===== config.mk =====
export PLATFORM = sky130hd
export DESIGN_NAME = bigblade_tag_tx
export DESIGN_NICKNAME = d
export VERILOG_FILES = /design/src/rtl/bigblade_tag_tx_pkg.sv /design/src/rtl/bigblade_tag_tx_piso.sv /design/src/rtl/bigblade_tag_tx.sv
export SDC_FILE = /design/constraint.sdc
export NUM_CORES = 1
export LEC_CHECK = 0
export CAP_MARGIN = 40
export CORE_UTILIZATION = 30
export CTS_BUF_LIST = sky130_fd_sc_hd__clkbuf_4
export CTS_CLUSTER_DIAMETER = 80
export CTS_CLUSTER_SIZE = 24
export DETAILED_ROUTE_END_ITERATION = 16
export PLACE_DENSITY_LB_ADDON = 0.1
export SLEW_MARGIN = 20
export SYNTH_ARGS = -nofsm -noshare
export SYNTH_HDL_FRONTEND = slang
export SYNTH_SLANG_ARGS = --single-unit

===== constraint.sdc =====
create_clock -name clk_i -period 5.1 [get_ports clk_i]
set_input_delay 0.765 -clock clk_i [delete_from_list [all_inputs] [get_ports clk_i]]
set_output_delay 0.765 -clock clk_i [all_outputs]
set_load 0.01 [all_outputs]

===== src/rtl/bigblade_tag_tx_pkg.sv =====
// ============================================================================
//  Module : bigblade_tag_tx_pkg
//  Desc   : Shared types and default sizing for the bsg_tag packet transmitter.
//  Rev    : 1.0  initial release
// ============================================================================
`default_nettype none

package bigblade_tag_tx_pkg;

    localparam int c_TAG_ELS      = 512;
    localparam int c_TAG_LG_WIDTH = 4;
    localparam int c_GAP          = 4;
    localparam int c_RESET_ONES   = 32;
    localparam int c_ID_W         = (c_TAG_ELS > 1) ? $clog2(c_TAG_ELS) : 1;
    localparam int c_PAYLOAD_W    = (1 << c_TAG_LG_WIDTH) - 1;

    typedef enum logic [2:0] {
        IDLE    = 3'd0,
        HDR     = 3'd1,
        PAYLOAD = 3'd2,
        RST1    = 3'd3,
        GAP     = 3'd4
    } state_e;

    // Header fields in wire order from MSB down; the start bit sits below len.
    typedef struct packed {
        logic [c_ID_W-1:0]         node_id;
        logic                      data_not_reset;
        logic [c_TAG_LG_WIDTH-1:0] len;
    } tag_header_s;

    function automatic int max3(input int a, input int b, input int c);
        int m;
        m = (a > b) ? a : b;
        return (m > c) ? m : c;
    endfunction

endpackage

`default_nettype wire


===== src/rtl/bigblade_tag_tx_piso.sv =====
// ============================================================================
//  Module : bigblade_tag_tx_piso
//  Desc   : Loadable parallel-in/serial-out shift register, LSB first.
//  Rev    : 1.0  initial release
// ============================================================================
`default_nettype none

module bigblade_tag_tx_piso
    import bigblade_tag_tx_pkg::*;
#(
    parameter int WIDTH = 8
) (
    input  logic             clk_i,
    input  logic             reset_n_i,
    input  logic             load_i,
    input  logic             shift_i,
    input  logic [WIDTH-1:0] data_i,
    output logic             bit_o
);

    logic [WIDTH-1:0] r_q;

    // bit_o is the bit consumed at the next edge when shift_i is high;
    // load_i with shift_i consumes data_i[0] in the same cycle it loads.
    assign bit_o = load_i ? data_i[0] : r_q[0];

    always_ff @(posedge clk_i or negedge reset_n_i) begin
        if (!reset_n_i) begin
            r_q <= '0;
        end else if (load_i) begin
            r_q <= shift_i ? (data_i >> 1) : data_i;
        end else if (shift_i) begin
            r_q <= r_q >> 1;
        end
    end

endmodule

`default_nettype wire


===== src/rtl/bigblade_tag_tx.sv =====
// ============================================================================
//  Module : bigblade_tag_tx
//  Desc   : bsg_tag serial packet transmitter with master-reset pattern.
//  Rev    : 1.0  initial release
// ============================================================================
`default_nettype none

module bigblade_tag_tx
    import bigblade_tag_tx_pkg::*;
#(
    parameter  int TAG_ELS_P      = c_TAG_ELS,
    parameter  int TAG_LG_WIDTH_P = c_TAG_LG_WIDTH,
    parameter  int GAP_P          = c_GAP,
    parameter  int RESET_ONES_P   = c_RESET_ONES,
    localparam int c_IDW          = (TAG_ELS_P > 1) ? $clog2(TAG_ELS_P) : 1,
    localparam int c_PLW          = (1 << TAG_LG_WIDTH_P) - 1
) (
    input  logic                      clk_i,
    input  logic                      reset_n_i,
    input  logic                      v_i,
    output logic                      ready_o,
    input  logic                      reset_cmd_i,
    input  logic [c_IDW-1:0]          node_id_i,
    input  logic                      data_not_reset_i,
    input  logic [TAG_LG_WIDTH_P-1:0] len_i,
    input  logic [c_PLW-1:0]          payload_i,
    output logic                      tag_data_o,
    output logic                      busy_o,
    output logic                      done_o
);

    localparam int c_HDR_W   = c_IDW + TAG_LG_WIDTH_P + 2;
    localparam int c_CNT_MAX = max3(RESET_ONES_P, c_HDR_W, GAP_P);
    localparam int c_CW      = $clog2(c_CNT_MAX + 1);

    localparam logic [c_CW-1:0] c_HDR_LAST = c_CW'(c_HDR_W - 1);
    localparam logic [c_CW-1:0] c_RST_LAST = c_CW'(RESET_ONES_P - 1);
    localparam logic [c_CW-1:0] c_GAP_LAST = c_CW'(GAP_P - 1);
    localparam logic            c_GAP_ONE  = (GAP_P == 1);

    state_e                    r_state;
    logic [c_CW-1:0]           r_cnt;
    logic [TAG_LG_WIDTH_P-1:0] r_len;

    logic w_accept;
    logic w_hdr_load;
    logic w_hdr_shift;
    logic w_pay_shift;
    logic w_pay_last;
    logic w_hdr_bit;
    logic w_pay_bit;

    assign w_accept = v_i & ready_o;

    always_comb begin
        w_hdr_load  = w_accept & ~reset_cmd_i;
        w_pay_last  = (r_cnt == (c_CW'(r_len) - c_CW'(1)));
        w_hdr_shift = w_hdr_load |
                      ((r_state == HDR) && (r_cnt != c_HDR_LAST));
        w_pay_shift = ((r_state == HDR) && (r_cnt == c_HDR_LAST) && (r_len != '0)) |
                      ((r_state == PAYLOAD) && !w_pay_last);
    end

    bigblade_tag_tx_piso #(
        .WIDTH (c_HDR_W)
    ) u_hdr_piso (
        .clk_i     (clk_i),
        .reset_n_i (reset_n_i),
        .load_i    (w_hdr_load),
        .shift_i   (w_hdr_shift),
        .data_i    ({node_id_i, data_not_reset_i, len_i, 1'b1}),
        .bit_o     (w_hdr_bit)
    );

    bigblade_tag_tx_piso #(
        .WIDTH (c_PLW)
    ) u_pay_piso (
        .clk_i     (clk_i),
        .reset_n_i (reset_n_i),
        .load_i    (w_hdr_load),
        .shift_i   (w_pay_shift),
        .data_i    (payload_i),
        .bit_o     (w_pay_bit)
    );

    // r_cnt always indexes the bit currently on tag_data_o within its field.
    always_ff @(posedge clk_i or negedge reset_n_i) begin
        if (!reset_n_i) begin
            r_state    <= IDLE;
            r_cnt      <= '0;
            r_len      <= '0;
            tag_data_o <= 1'b0;
            ready_o    <= 1'b1;
            busy_o     <= 1'b0;
            done_o     <= 1'b0;
        end else begin
            done_o <= 1'b0;
            case (r_state)
                IDLE: begin
                    tag_data_o <= 1'b0;
                    if (w_accept) begin
                        ready_o <= 1'b0;
                        busy_o  <= 1'b1;
                        r_cnt   <= '0;
                        if (reset_cmd_i) begin
                            r_state    <= RST1;
                            tag_data_o <= 1'b1;
                        end else begin
                            r_state    <= HDR;
                            r_len      <= len_i;
                            tag_data_o <= w_hdr_bit;
                        end
                    end
                end
                HDR: begin
                    if (r_cnt == c_HDR_LAST) begin
                        r_cnt <= '0;
                        if (r_len == '0) begin
                            r_state    <= GAP;
                            tag_data_o <= 1'b0;
                            done_o     <= c_GAP_ONE;
                        end else begin
                            r_state    <= PAYLOAD;
                            tag_data_o <= w_pay_bit;
                        end
                    end else begin
                        r_cnt      <= r_cnt + 1'b1;
                        tag_data_o <= w_hdr_bit;
                    end
                end
                PAYLOAD: begin
                    if (w_pay_last) begin
                        r_state    <= GAP;
                        r_cnt      <= '0;
                        tag_data_o <= 1'b0;
                        done_o     <= c_GAP_ONE;
                    end else begin
                        r_cnt      <= r_cnt + 1'b1;
                        tag_data_o <= w_pay_bit;
                    end
                end
                RST1: begin
                    if (r_cnt == c_RST_LAST) begin
                        r_state    <= GAP;
                        r_cnt      <= '0;
                        tag_data_o <= 1'b0;
                        done_o     <= c_GAP_ONE;
                    end else begin
                        r_cnt      <= r_cnt + 1'b1;
                        tag_data_o <= 1'b1;
                    end
                end
                GAP: begin
                    tag_data_o <= 1'b0;
                    if (r_cnt == c_GAP_LAST) begin
                        r_state <= IDLE;
                        r_cnt   <= '0;
                        ready_o <= 1'b1;
                        busy_o  <= 1'b0;
                    end else begin
                        r_cnt  <= r_cnt + 1'b1;
                        done_o <= ((r_cnt + 1'b1) == c_GAP_LAST);
                    end
                end
                default: begin
                    r_state    <= IDLE;
                    r_cnt      <= '0;
                    tag_data_o <= 1'b0;
                    ready_o    <= 1'b1;
                    busy_o     <= 1'b0;
                end
            endcase
        end
    end

endmodule

`default_nettype wire


==> metrics list <==
* Remaining routing DRC violations: 0
- The multi-input combinational cells in the finished layout cover a total of 0.00129 mm^2.
- Total power for the finished layout comes to 1560 uW.
- Compared with the post-synthesis result, the final layout area differs by 19.9%.
- Global routing used ~14% of the available tracks.
- Top routing layer used: met4
- Fin nets: 320
* Core Rows: 33
- Post-CTS repair changed the size of 0 cells.
- In this run the standard cell core region covers 0.00826 mm^2.
- Sequential-to-total area share from yosys stat: 45.8%
* Drt pass-1 iters: 4
- Count of input and output buffers: 36
- Measured along the x axis, the die boundary spans 94.5 um.
* PD cells: 506 mW/mm^2
- The H-tree was split into 2 levels.
* Buffers from clock root to sink, at most: 2
* Total Negative Setup Slacks: 0 ns
- Post-DP HPWL: 3810 um
* Total count of max-transition violations in the final report: 0
- After clock tree synthesis, the setup repair step added 0 buffers.
- Setup repair after global routing missed its margin: no
- Pin placement for this block handled 37 I/O pins.
- For flop-to-flop paths, the worst setup slack is between 2 and 2.5 ns.
- Along the worst path, the maximum fanout reaches 10.
* Global placer's final weighted congestion: 0.753
- Cts-stage hold buffer count: 0
- For the final database, setup skew stands at 0.00773 ns.
- CTS root buf: clkbuf_4
- Worst slew pin tran: 0.614 ns
- Post-synthesis net count: about 290
- For the worst flop-to-flop path, the logic depth is 9.
* Result of the run: complete, no violations
- For this block, the initial DRC count from the detailed router was 73.
- In the layout the commonest cells are dfrtp_1 (46), mux2i_1 (43), clkdlybuf4s50_1 (35).
* Lkg Pwr: 0.00119 uW
- Number of max-cap violations: 0
- The synthesized design contains 0 enable-type register cells.
- After detailed routing, the met2 layer carries about 2300 um of wire.
- Cells after Synth: approximately 250
- Height of the chip: between 90 and 100 um
- Met1 wire length: 2770 um
- Clock latency on the worst-skew pair: 0.36 ns
* Total overflow reported by the global router: 0
- Crit start category: flop
* FILL cells: approximately 850
* R2r endpoint: u_pay_piso.r_q[0]
* Initial core utilization: 31.1%
* Endpoints failing hold: 0
- Number of buffers created by CTS: 5
* Number of antenna cells inserted: 0
- After layout, the minimum clock period comes to approximately 2.6 ns.
- Number of global-route vias before repair: 1,875
* Most common library cell in the layout ignoring fill and taps: dfrtp_1
- Final critical-path share of the clock period: 51.7%
- For this run, the number of Yosys warnings is 0.
- The average instance in the mapped netlist occupies about 10 um^2.
* Met3 wire length: 229 um
* Routed vias/inst: 4.89
- Required time of the worst setup path: 5.39 ns
- Routed Wire Length: 5370 um
- Maximum number of pins on one net before global-route repair: 48
- Wire length of the first global-routing pass: 9400 um
* Worst-path clk slew: approximately 0.15 ns
- The cell area that synthesis handed to floorplanning was 0.00257 mm^2.
* Clock tree from TritonCTS: built
* Sequential Area: 0.00118 mm^2
* Post-synthesis async set-or-reset flop share: 100%
* Worst rel slew slack: 59.1%
- The synthesized design contains 47 register bits.
* Number of distinct library cells after synthesis: 45
- The number of antenna violations at the first check in global routing was 0.
* Class of the most critical setup path: flop to flop
- Dominant register cell in the synthesized netlist: dfrtp_1
* IR drop worst, VDD: between 0.00015 and 0.0002 V
* Arrival time of data at the critical path endpoint: 2.93 ns
* Element type at the critical path end: flop
- Proportion of layout cells with a drive suffix above 1: 7.80%
- The startpoint identified for the worst register-to-register timing path is r_len[0].
- Number of vias in the routed layout: between 1,500 and 2,000
- Hold crit path type: input pin to asynchronous set/reset pin
* Max frequency: approximately 380 MHz
- Average wire per cell in the routed design: 13.9 um
* Post-detailed-route count of antenna-violating nets: 0
- Setup violations, final: 0
* Sink count of the clock tree: 47
* Die Footprint: 0.00894 mm^2
==> per-layer routing <==
metal,track usage [%],vias up
met2,19.3,43
met3,3.14,5
met1,20.2,890
met5,0,-
li1,-,953
met4,4.17,0
==> worst max-delay path, stage by stage (launching register included) <==
cell       delay [ns]
dfrtp_1          0.45
inv_1            0.09
ha_1             0.23
xor2_1           0.16
o211ai_1         0.10
a21o_1           0.23
a2111oi_4        0.54
o21bai_2         0.34
buf_8            0.22
mux2i_1          0.20
==> worst max-delay path by stage <==
| stage | to | cells past startpoint | from |
|---|---|---|---|
| 2_1_floorplan | u_pay_piso.r_q[0] | 5 | v_i |
| 6_report | u_pay_piso.r_q[0] | 9 | r_len[0] |
| 5_1_grt | u_pay_piso.r_q[0] | 9 | r_len[0] |
| 4_1_cts | u_pay_piso.r_q[0] | 9 | r_len[0] |
| 3_5_place_dp | tag_data_o | 7 | v_i |
| 3_3_place_gp | tag_data_o | 7 | v_i |
==> through the flow <==
| step | setup slack (ns) | cell area, um^2 | cells | hold slack (ns) | util, % |
|---|---|---|---|---|---|
| 6_report | 2.47 | 3080 | 387 | 0.460 | 37.3 |
| 5_1_grt | 2.25 | 3080 | 387 | 0.489 | 37.3 |
| 4_1_cts | 2.42 | 3060 | 386 | 0.484 | 37.1 |
| 3_5_place_dp | 2.23 | 3010 | 379 | 0.504 | 36.5 |
| 3_3_place_gp | 2.28 | 3000 | 378 | 0.509 | 36.3 |
| 2_1_floorplan | 2.80 | 2570 | 251 | 0.469 | - |
==> cell usage after synthesis, types with 2 or more instances <==
cell	instances	area, um^2
dfrtp_1	46	1150
mux2i_1	43	430
nand2_1	26	97.6
o21ai_0	21	105
nor2_1	15	56.3
clkbuf_1	12	45.0
a21oi_1	10	50.1
inv_1	6	22.5
ha_1	5	62.6
nor3_1	5	25.0
xnor2_1	5	43.8
a31oi_1	4	25.0
mux2_2	4	45.0
nand3_1	4	20.0
buf_2	3	15.0
nand4_1	3	18.8
nor2b_1	3	18.8
xor2_1	3	26.3
a211oi_1	2	15.0
a41oi_1	2	17.5
nand3b_1	2	15.0
o211ai_1	2	15.0
o21a_1	2	15.0
o31ai_1	2	15.0
==> kinds of logic (layout without fill, tap and decap cells) <==
logic type,count (synthesis),after routing,synth area share [%]
xor+xnor,8,8,2.73
simple gates,66,66,12.1
flops,47,47,45.8
buf+inv,23,54,4.43
fa+ha+maj,5,5,2.44
compound gates,55,55,14.0
mux,47,47,18.5
==> state kept, by name, indices dropped and copies added, names as in the netlist <==
signal / cells
tag_data_o: 1
u_hdr_piso.r_q: 15
r_cnt: 6
busy_o: 1
r_len: 4
u_pay_piso.r_q: 15
r_state: 3
ready_o: 1
done_o: 1
==> area by class of cell <==
class	instances	area share, %
clock buffer	5	1.22
clock inverter	2	0.447
inverter	6	0.731
multi-input combinational	181	41.9
sequential	47	38.2
tap	105	4.27
timing repair buffer	41	13.2
==> where the power goes <==
| part | internal (uW) | total, uW | switching, uW | leakage, uW |
|---|---|---|---|---|
| clock network | 51.7 | 179 | 128 | 0.0000310 |
| registers | 534 | 666 | 131 | 0.000588 |
| logic | 347 | 713 | 365 | 0.000574 |
(Power assumes the default switching activity.)
